===== src/rtl/uart_rx_ctrl_pkg.sv =====
// Shared constants for the UART receive controller: FSM encoding, reset
// oversampling value and the frame-abort timeout helper.
package uart_rx_ctrl_pkg;

    localparam logic [1:0] ST_DISABLED = 2'd0;
    localparam logic [1:0] ST_IDLE     = 2'd1;
    localparam logic [1:0] ST_ACTIVE   = 2'd2;
    localparam logic [1:0] ST_APPLY    = 2'd3;

    localparam int PRESCALE_RST   = 8;
    localparam int FRAME_OVERHEAD = 3;   // start + parity + stop on top of the data bits
    localparam int IDLE_CNT_W     = 16;

    // Abort limit: twice the nominal frame length in oversampled clocks.
    function automatic logic [IDLE_CNT_W-1:0] timeout_limit(
        input logic [IDLE_CNT_W-1:0] prescale,
        input int                    data_width
    );
        timeout_limit = IDLE_CNT_W'(2 * int'(prescale) * (data_width + FRAME_OVERHEAD));
    endfunction

endpackage


===== src/rtl/uart_rx_ctrl_fifo.sv =====
// Small synchronous FIFO buffering received bytes for the consumer port.
// Push while full is accepted only if a pop happens in the same cycle.
module rx_ctrl_fifo #(
    parameter int DATA_WIDTH = 8,
    parameter int FIFO_DEPTH = 4,
    parameter int FIFO_AW    = 2
) (
    input  logic                  clk,
    input  logic                  rst,
    input  logic                  push,
    input  logic [DATA_WIDTH-1:0] push_data,
    input  logic                  pop,
    output logic [DATA_WIDTH-1:0] head_data,
    output logic                  full,
    output logic                  empty,
    output logic [FIFO_AW:0]      count
);

    logic [DATA_WIDTH-1:0] mem [FIFO_DEPTH];
    logic [FIFO_AW-1:0]    wr_ptr;
    logic [FIFO_AW-1:0]    rd_ptr;
    logic                  push_ok;
    logic                  pop_ok;

    assign full    = (count == (FIFO_AW+1)'(FIFO_DEPTH));
    assign empty   = (count == '0);
    assign pop_ok  = pop && !empty;
    assign push_ok = push && (!full || pop_ok);
    // Head reads as zero when empty so the output is clean out of reset.
    assign head_data = empty ? '0 : mem[rd_ptr];

    always_ff @(posedge clk) begin
        if (push_ok) begin
            mem[wr_ptr] <= push_data;
        end
    end

    always_ff @(posedge clk) begin
        if (rst) begin
            wr_ptr <= '0;
            rd_ptr <= '0;
            count  <= '0;
        end else begin
            if (push_ok) wr_ptr <= wr_ptr + 1'b1;
            if (pop_ok)  rd_ptr <= rd_ptr + 1'b1;
            case ({push_ok, pop_ok})
                2'b10:   count <= count + 1'b1;
                2'b01:   count <= count - 1'b1;
                default: count <= count;
            endcase
        end
    end

endmodule


===== src/rtl/uart_rx_ctrl.sv =====
// UART receive controller: between-frame config apply, line gating, frame
// tracking and a receive FIFO. Optional macro UART_RX_CTRL_ERR_CNT_EN adds frame_err_cnt.
module uart_rx_ctrl
    import uart_rx_ctrl_pkg::*;
#(
    parameter int DATA_WIDTH     = 8,
    parameter int PRESCALE_WIDTH = 5,
    parameter int FIFO_DEPTH     = 4,
    parameter int FIFO_AW        = 2
) (
    input  logic                      CLK,
    input  logic                      RST,
    input  logic                      cfg_wr,
    input  logic [PRESCALE_WIDTH-1:0] cfg_prescale,
    input  logic                      cfg_par_en,
    input  logic                      cfg_par_typ,
    input  logic                      cfg_rx_en,
    input  logic                      RX_IN,
    output logic                      rx_line,
    output logic [PRESCALE_WIDTH-1:0] Prescale,
    output logic                      PAR_EN,
    output logic                      PAR_TYP,
    input  logic [DATA_WIDTH-1:0]     rx_p_data,
    input  logic                      rx_data_valid,
    output logic [DATA_WIDTH-1:0]     out_data,
    output logic                      out_valid,
    input  logic                      out_ready,
    input  logic                      ovr_clr,
    output logic                      overrun,
`ifdef UART_RX_CTRL_ERR_CNT_EN
    output logic [7:0]                frame_err_cnt,
`endif
    output logic                      cfg_pending,
    output logic                      busy
);

    logic [1:0]                state, next_state;
    logic [IDLE_CNT_W-1:0]     idle_cnt;
    logic [IDLE_CNT_W-1:0]     timeout_val;
    logic                      timeout_hit;
    logic                      apply_now;
    logic                      push_req;
    logic                      drop;
    logic [PRESCALE_WIDTH-1:0] pend_prescale;
    logic                      pend_par_en;
    logic                      pend_par_typ;
    logic                      fifo_full;
    logic                      fifo_empty;
    logic [FIFO_AW:0]          fifo_count;

    assign timeout_val = timeout_limit(IDLE_CNT_W'(Prescale), DATA_WIDTH);
    assign timeout_hit = (idle_cnt == timeout_val);

    always_ff @(posedge CLK) begin
        if (RST) state <= ST_DISABLED;
        else     state <= next_state;
    end

    always_comb begin
        next_state = state;
        case (state)
            ST_DISABLED: if (cfg_rx_en) next_state = ST_IDLE;
            ST_IDLE: begin
                if (!cfg_rx_en)       next_state = ST_DISABLED;
                else if (!RX_IN)      next_state = ST_ACTIVE;
                else if (cfg_pending) next_state = ST_APPLY;
            end
            ST_ACTIVE: begin
                if (rx_data_valid)   next_state = ST_IDLE;
                else if (timeout_hit) next_state = ST_IDLE;
                else if (!cfg_rx_en)  next_state = ST_DISABLED;
            end
            ST_APPLY:    next_state = ST_IDLE;
            default:     next_state = ST_DISABLED;
        endcase
    end

    always_comb begin
        busy      = (state == ST_ACTIVE);
        // No frame can be in flight while disabled, so staged config lands immediately.
        apply_now = cfg_pending && ((state == ST_APPLY) || (state == ST_DISABLED));
        rx_line   = cfg_rx_en ? RX_IN : 1'b1;
        push_req  = rx_data_valid && (state != ST_DISABLED);
    end

    always_ff @(posedge CLK) begin
        if (RST) begin
            idle_cnt <= '0;
        end else if (state != ST_ACTIVE) begin
            idle_cnt <= '0;
        end else if (idle_cnt != '1) begin
            idle_cnt <= idle_cnt + 1'b1;
        end
    end

    // A write colliding with apply stages the new value and keeps it pending.
    always_ff @(posedge CLK) begin
        if (RST) begin
            Prescale      <= PRESCALE_WIDTH'(PRESCALE_RST);
            PAR_EN        <= 1'b0;
            PAR_TYP       <= 1'b0;
            pend_prescale <= PRESCALE_WIDTH'(PRESCALE_RST);
            pend_par_en   <= 1'b0;
            pend_par_typ  <= 1'b0;
            cfg_pending   <= 1'b0;
        end else begin
            if (apply_now) begin
                Prescale <= pend_prescale;
                PAR_EN   <= pend_par_en;
                PAR_TYP  <= pend_par_typ;
            end
            if (cfg_wr) begin
                pend_prescale <= cfg_prescale;
                pend_par_en   <= cfg_par_en;
                pend_par_typ  <= cfg_par_typ;
                cfg_pending   <= 1'b1;
            end else if (apply_now) begin
                cfg_pending <= 1'b0;
            end
        end
    end

    rx_ctrl_fifo #(
        .DATA_WIDTH (DATA_WIDTH),
        .FIFO_DEPTH (FIFO_DEPTH),
        .FIFO_AW    (FIFO_AW)
    ) u_fifo (
        .clk       (CLK),
        .rst       (RST),
        .push      (push_req),
        .push_data (rx_p_data),
        .pop       (out_ready),
        .head_data (out_data),
        .full      (fifo_full),
        .empty     (fifo_empty),
        .count     (fifo_count)
    );

    assign out_valid = (fifo_count != '0);
    assign drop      = push_req && fifo_full && !(out_ready && !fifo_empty);

    always_ff @(posedge CLK) begin
        if (RST)          overrun <= 1'b0;
        else if (drop)    overrun <= 1'b1;
        else if (ovr_clr) overrun <= 1'b0;
    end

`ifdef UART_RX_CTRL_ERR_CNT_EN
    always_ff @(posedge CLK) begin
        if (RST) begin
            frame_err_cnt <= 8'd0;
        end else if (ovr_clr) begin
            frame_err_cnt <= 8'd0;
        end else if (busy && !rx_data_valid && timeout_hit && frame_err_cnt != 8'hFF) begin
            frame_err_cnt <= frame_err_cnt + 8'd1;
        end
    end
`endif

endmodule


===== config.mk =====
export PLATFORM = sky130hd
export DESIGN_NAME = uart_rx_ctrl
export DESIGN_NICKNAME = d
export VERILOG_FILES = /design/src/rtl/uart_rx_ctrl_pkg.sv /design/src/rtl/uart_rx_ctrl_fifo.sv /design/src/rtl/uart_rx_ctrl.sv
export SDC_FILE = /design/constraint.sdc
export NUM_CORES = 1
export LEC_CHECK = 0
export BUFFER_PORTS_ARGS = -buffer_cell sky130_fd_sc_hd__buf_4
export CORE_MARGIN = 3
export CORE_UTILIZATION = 60
export CTS_BUF_LIST = sky130_fd_sc_hd__clkbuf_2
export CTS_CLUSTER_SIZE = 24
export DETAILED_ROUTE_END_ITERATION = 6
export GPL_ROUTABILITY_DRIVEN = 0
export PLACE_DENSITY = 0.8
export SETUP_SLACK_MARGIN = 0.05
export SYNTH_ARGS = -nofsm -noshare
export SYNTH_HDL_FRONTEND = slang
export SYNTH_HIERARCHICAL = 1
export SYNTH_SLANG_ARGS = --single-unit

===== constraint.sdc =====
create_clock -name CLK -period 3.3 [get_ports CLK]
set_input_delay 0.33 -clock CLK [delete_from_list [all_inputs] [get_ports CLK]]
set_output_delay 0.33 -clock CLK [all_outputs]
set_load 0.02 [all_outputs]

# Word-level counts from Yosys, hierarchy flattened
# Memories as Yosys holds them, arrays and structs flattened. A register that Yosys moved wholly into a read port is not among the register bits.
# Index checks and enable logic that the tools add are counted.
dict set report classes {
  n_addsub 5
  n_mul 1
  n_eq_ne 12
  mux 19
  reduce_logical 20
}
# operator count
set ops {}
lappend ops {{2-bit two-way mux} 9}
lappend ops {{16-bit by 1-bit adder with 16-bit output, second input constant} 1}
lappend ops {{16-bit by 10-bit == test with 1-bit output} 1}
lappend ops {{16-bit inequality test, second input constant} 1}
lappend ops {{5-bit by 4-bit multiplier with 9-bit output, second input constant} 1}
lappend ops {{8-bit two-way mux} 1}
lappend ops {{2-bit one-hot mux with 4 select lines} 1}
lappend ops {{2-bit nonzero test} 4}
lappend ops {{1-bit two-way mux} 7}
lappend ops {{2-bit == test, second input constant} 3}
lappend ops {{1-bit logical AND} 6}
lappend ops {{3-bit one-hot mux with 2 select lines} 1}
lappend ops {{2-bit by 1-bit adder with 2-bit output, second input constant} 2}
lappend ops {{2-bit by 1-bit == test with 1-bit output, second input constant} 2}
lappend ops {{2-bit inequality test, second input constant} 2}
lappend ops {{4-bit by 3-bit inequality test with 1-bit output, second input constant} 1}
lappend ops {{4-bit inequality test, second input constant} 1}
lappend ops {{3-bit by 1-bit adder with 3-bit output, second input constant} 1}
lappend ops {{3-bit == test, second input constant} 1}
lappend ops {{1-bit logical NOT} 3}
lappend ops {{3-bit logical NOT} 1}
lappend ops {{3-bit AND reduction} 1}
lappend ops {{3-bit nonzero test} 1}
lappend ops {{3-bit by 1-bit subtractor with 3-bit output, second input constant} 1}
lappend ops {{3 further kinds} 4}
dict set report totals {
  reg_bits 41
  ram_bits 32
  inputBits 23
  output_inout_bits 20
  wordCells 71
  memories 1
}
# name words word_bits read_ports rd_ports_with_merged_regs wr line_no
set memory_table {}
lappend memory_table {u_fifo.mem 4 8 1 1 1 uart_rx_ctrl_fifo.sv:19} ;# logic [DATA_WIDTH-1:0] mem [FIFO_DEPTH];

# Logic depth before layout (Yosys ltp)
dict set report depth {
  depth_word 7
  ltp_mapped 11
  ltp_nobuf 11
}

# Modules after synthesis
# Netlist, hierarchy kept.
# mod n_inst cells_per_inst area_per_inst_um2 seq_area_each_um2
set by_module_without_submodules {}
lappend by_module_without_submodules {uart_rx_ctrl 1 228 1961.9 680.7}
lappend by_module_without_submodules {rx_ctrl_fifo 1 105 1699.1 1141.1}

# Least setup slack after synthesis
# No wires, ideal clock.
dict set report synth_timing {
  kind {reg2reg}
  from {reg Prescale[0]}
  to {reg state[1]}
  setup_ps 71
  arrival_ps 2759
  t_required_ps 3229
  slack_ps 470
  path_stages_with_launch 12
  n_path_buf 0
  synth_period_minus_slack_ps 2830
  path_cell_list {dfxtp_1 -> ha_1 -> ha_1 -> inv_1 -> fa_1 -> nand2b_1 -> o2bb2ai_1 -> o21bai_1 -> a211oi_2 -> a21oi_1 -> or3_1 -> a21oi_1}
}
dict set report synth_between {
  elab_chain_cells 5
  elab_cells_between_ends 7
  classes_between {1 x mul; 2 x eq/ne; 3 x mux; 1 x reduce/logical}
}
# element line_no
set synth_rtl {}
lappend synth_rtl {{start, declared} uart_rx_ctrl.sv:20} ;# output logic [PRESCALE_WIDTH-1:0] Prescale,
lappend synth_rtl {{start signal, assigned} uart_rx_ctrl.sv:99} ;# Prescale <= PRESCALE_WIDTH'(PRESCALE_RST);
lappend synth_rtl {{start signal, assigned} uart_rx_ctrl.sv:108} ;# Prescale <= pend_prescale;
lappend synth_rtl {{5-bit by 4-bit multiplier with 9-bit output (*)} uart_rx_ctrl_pkg.sv:19} ;# timeout_limit = IDLE_CNT_W'(2 * int'(prescale) * (data_width + FRAME_OVERHEAD));
lappend synth_rtl {{16-bit by 10-bit == test with 1-bit output (*)} uart_rx_ctrl.sv:52} ;# assign timeout_hit = (idle_cnt == timeout_val);
lappend synth_rtl {{2-bit two-way mux} uart_rx_ctrl.sv:70} ;# else if (timeout_hit) next_state = ST_IDLE;
lappend synth_rtl {{2-bit two-way mux} uart_rx_ctrl.sv:69} ;# if (rx_data_valid) next_state = ST_IDLE;
lappend synth_rtl {{2-bit one-hot mux with 4 select lines} uart_rx_ctrl.sv:61} ;# case (state)
lappend synth_rtl {{end signal, assigned} uart_rx_ctrl.sv:56} ;# else state <= next_state;
lappend synth_rtl {{end, declared} uart_rx_ctrl.sv:37} ;# logic [1:0] state, next_state;
# Every way passes the cells marked *; elsewhere a longest branch is shown, timed or not.
# A chain may end at the register's enable or synchronous reset.

# Final worst setup path
# Ends and elaborated chain as after synthesis.

==> reports/qor.yml <==
status:
  status: "finished clean"
setup_path:
  worstSetupStartpointType: "register"
  cp_top_family: "adder cells"
  worst_ep_required_time_ns: 3.76
  slowest_delay_ns: 0.46
  criticalPathCategory: "reg -> reg"
  arrival_ns: 3.37
  crit_slowest_cell: "dfxtp_1"
  cp.buffers_inverters: 1
  rrSetupSlack_ns: 0.39
  worst_setup_path_end_kind: "register"
  critPathMaxFanout: 5
  cp_cell_sequence: "ha_1 -> ha_1 -> inv_1 -> fa_1 -> nand2b_1 -> o2bb2ai_1 -> o21bai_1 -> a211oi_2 -> a21oi_1 -> or3_1 -> a21oi_1"
cts:
  clockRootBuffer: "clkbuf_2"
  cts_buffers: 9
  cts_resized: 0
  h-tree-depth: 3
  clk_pin_slew_ns: 0.20
  clock_latency_ns: 0.51
  tritoncts: "yes"
  clockBufferDepth: 2
  cts.sinks: 75
timing:
  max_freq_mhz: 344
  setup-tns-final_ns: 0
  max-slew-margin-rel_pct: 57.5
  fin_crit_ns: 2.91
  drv_slew: 0
  tightestPinTransition_ns: 0.638
  setup_viol: 0
  worst_slack_ns: 0.389
  period_share_pct: 88.2
  finalHoldViolCount: 0
  finClkSkew_ns: 0.0143
  rsz0062_at_grt: "false"
floorplan:
  coreArea_sq_um: 5710
  die_w_microns: 84.1
  die-area_sq_um: 7080
  rows: 27
  start_util_pct: 64.1
  num_io_pins: 43
  die_h_microns: 84.1
power:
  peakVddDrop_mv: 0.353
  p_leak_uw: 0.00159
  p_per_area_nw_per_um2: 518
  finalPower_uw: 2170
yosys:
  synth_top_family_by_area: "simple AND/OR/NAND/NOR gates"
  netlist_top_cells_area: "edfxtp_1 26%, dfxtp_1 24%, ha_1 7.9%, mux4_2 4.9%, nor2_1 3.2%"
  ys_warn_count: 6
  synth_top_area_share_pct: 26.2
  yosys.area_share.simple_pct: 17.7
  synth-xor-area-share_pct: 4.78
  yosysTopAreaCell: "edfxtp_1"
  netlist_area_sq_um: 3660
  synth.distinct_cells: 48
  synth_edf_count: 32
  synth_compound_area_share_pct: 7.93
  synth_area_per_cell_sq_um: 11.0
  synth_ff_type: "dfxtp_1"
  ys_seq_area_share_pct: 49.8
  synth_mux_area_share_pct: 7.25
  syn_inst: 333
  synth-adder-area-share_pct: 9.50
  synthesis.nets: 382
  yosys_register_bits: 75
  async_flop_share_pct: 0
place:
  dp_hpwl_microns: 4650
  pre_cts_slack_ns: 0.446
  numPortBuffers: 42
detailed_routing:
  first_pass_iters: 4
  via_per_inst: 5.47
  routed-via-count: 2526
  totalWireLength_microns: 6510
  drt_iter0_markers: 77
  post-route-drc-count: 0
  ant_nets: 0
  wl_per_cell_microns: 14.1
job:
  max_cap_viol_count: 0
grt:
  overflow: 0
  grt.total_usage_pct: 19.9
  grt_pass1_wl_microns: 11400
  antenna_found_initial: 0
  grt_start_max_net_pins: 30
  grt_pass1_vias: 2485
final_layout:
  syn_to_final_growth_pct: 14.8
  drive_above_1_share_pct: 19.7
  final_net_count: 434
  n_fill_cell: 419
  num_antenna_cells: 0
hold_path:
  hold_path_class: "in -> reg"
power by group:
group	internal [uW]	switching, uW	total (uW)
registers	1030	61.0	1090
clock network	108	324	432
logic	310	345	655
total	1450	730	2170
flip-flops by register name, summed over array words and instances, names as in the netlist, 2 cells and up, named ones only:
| signal | cells |
|---|---|
| Prescale | 5 |
| u_fifo/mem | 32 |
| u_fifo/wr_ptr | 2 |
| pend_prescale | 5 |
| u_fifo/rd_ptr | 2 |
| state | 2 |
| idle_cnt | 16 |
| u_fifo/count | 3 |
cells in the final DEF, fill, tap and decap left out, drive strengths merged, types with 8 or more instances in the layout:
master       count
dfxtp           43
buf             43
edfxtp          32
nor2            31
nand2           24
ha              23
a21oi           21
inv             17
nor2b           12
o21ai           11
clkbuf          11
xnor2           10
xor2            10
nand2b           9
dlygate4sd3      9
or3              8
mux4             8
through the flow:
step                      instances  area, sq um  hold slack (ns)  utilization [%]
after floorplan                 333         3660            0.429                -
after global placement          437         4020            0.439             70.4
after detailed placement        437         4020            0.443             70.4
after CTS                       461         4190          0.00202             73.4
after global routing            462         4200          0.00745             73.6
final                           462         4200           0.0434             73.6
worst min-delay path, stage by stage:
cell     delay, ns
buf_4         0.08
mux2i_1       0.05
nor2_1        0.07
final cells by class:
class / count / area, sq um / area share, %
Clock buffer: 11 / 55.1 / 1.31
Clock inverter: 5 / 37.5 / 0.893
Inverter: 16 / 60.1 / 1.43
Multi-Input combinational cell: 231 / 1730 / 41.1
Sequential cell: 75 / 1820 / 43.3
Tap cell: 72 / 90.1 / 2.14
Timing Repair Buffer: 52 / 413 / 9.82
routing by layer:
metal	routed length, microns	part of all wire, %	track usage, %
met2	3270	50	33.5
met4	74	1.1	5.99
met5	0	0	0
met3	291	4.5	6.32
met1	2880	44	24.5
path summary, 6_finish.rpt:
kind,start,endpoint,cells past startpoint
worst max-delay path,Prescale[0],state[1],11
worst max register to register,Prescale[0],state[1],11
worst min-delay path,cfg_prescale[4],pend_prescale[4],3
worst min register to register,pend_par_en,PAR_EN,2
cells in the mapped netlist (2+ instances only):
cell type  instances
and3_1             2
nor3b_1            3
and2_1             6
mux4_2             8
o21ai_0           11
buf_1              2
xnor2_1           10
inv_1             16
nor2b_1           12
or3_1              8
mux2i_1            7
clkbuf_1           4
buf_2              2
xor2_1            10
clkbuf_2           2
a41oi_1            2
nand2_1           23
fa_1               3
nor2_1            31
o21bai_1           2
nand3b_1           3
nand3_1            7
ha_1              23
nand2b_1           9
a21oi_1           21
edfxtp_1          32
nor4_1             2
nor3_1             7
dfxtp_1           43
nand4_1            4
timing repair:
action | CTS | global route
hold buffers | 8 | 1
setup buffers | 0 | 0
endpoints found under the hold margin | 32 | 1
cell families (layout without fill, tap and decap cells):
logic type	Yosys count	count (layout)
flip-flops	75	75
AO/OA/AOI/OAI	46	46
adder cells (fa/ha/maj)	26	26
AND/OR/NAND/NOR	123	123
multiplexers	16	16
buffers and inverters	27	84
XOR/XNOR	20	20
Power figures use the tool's default switching activity.
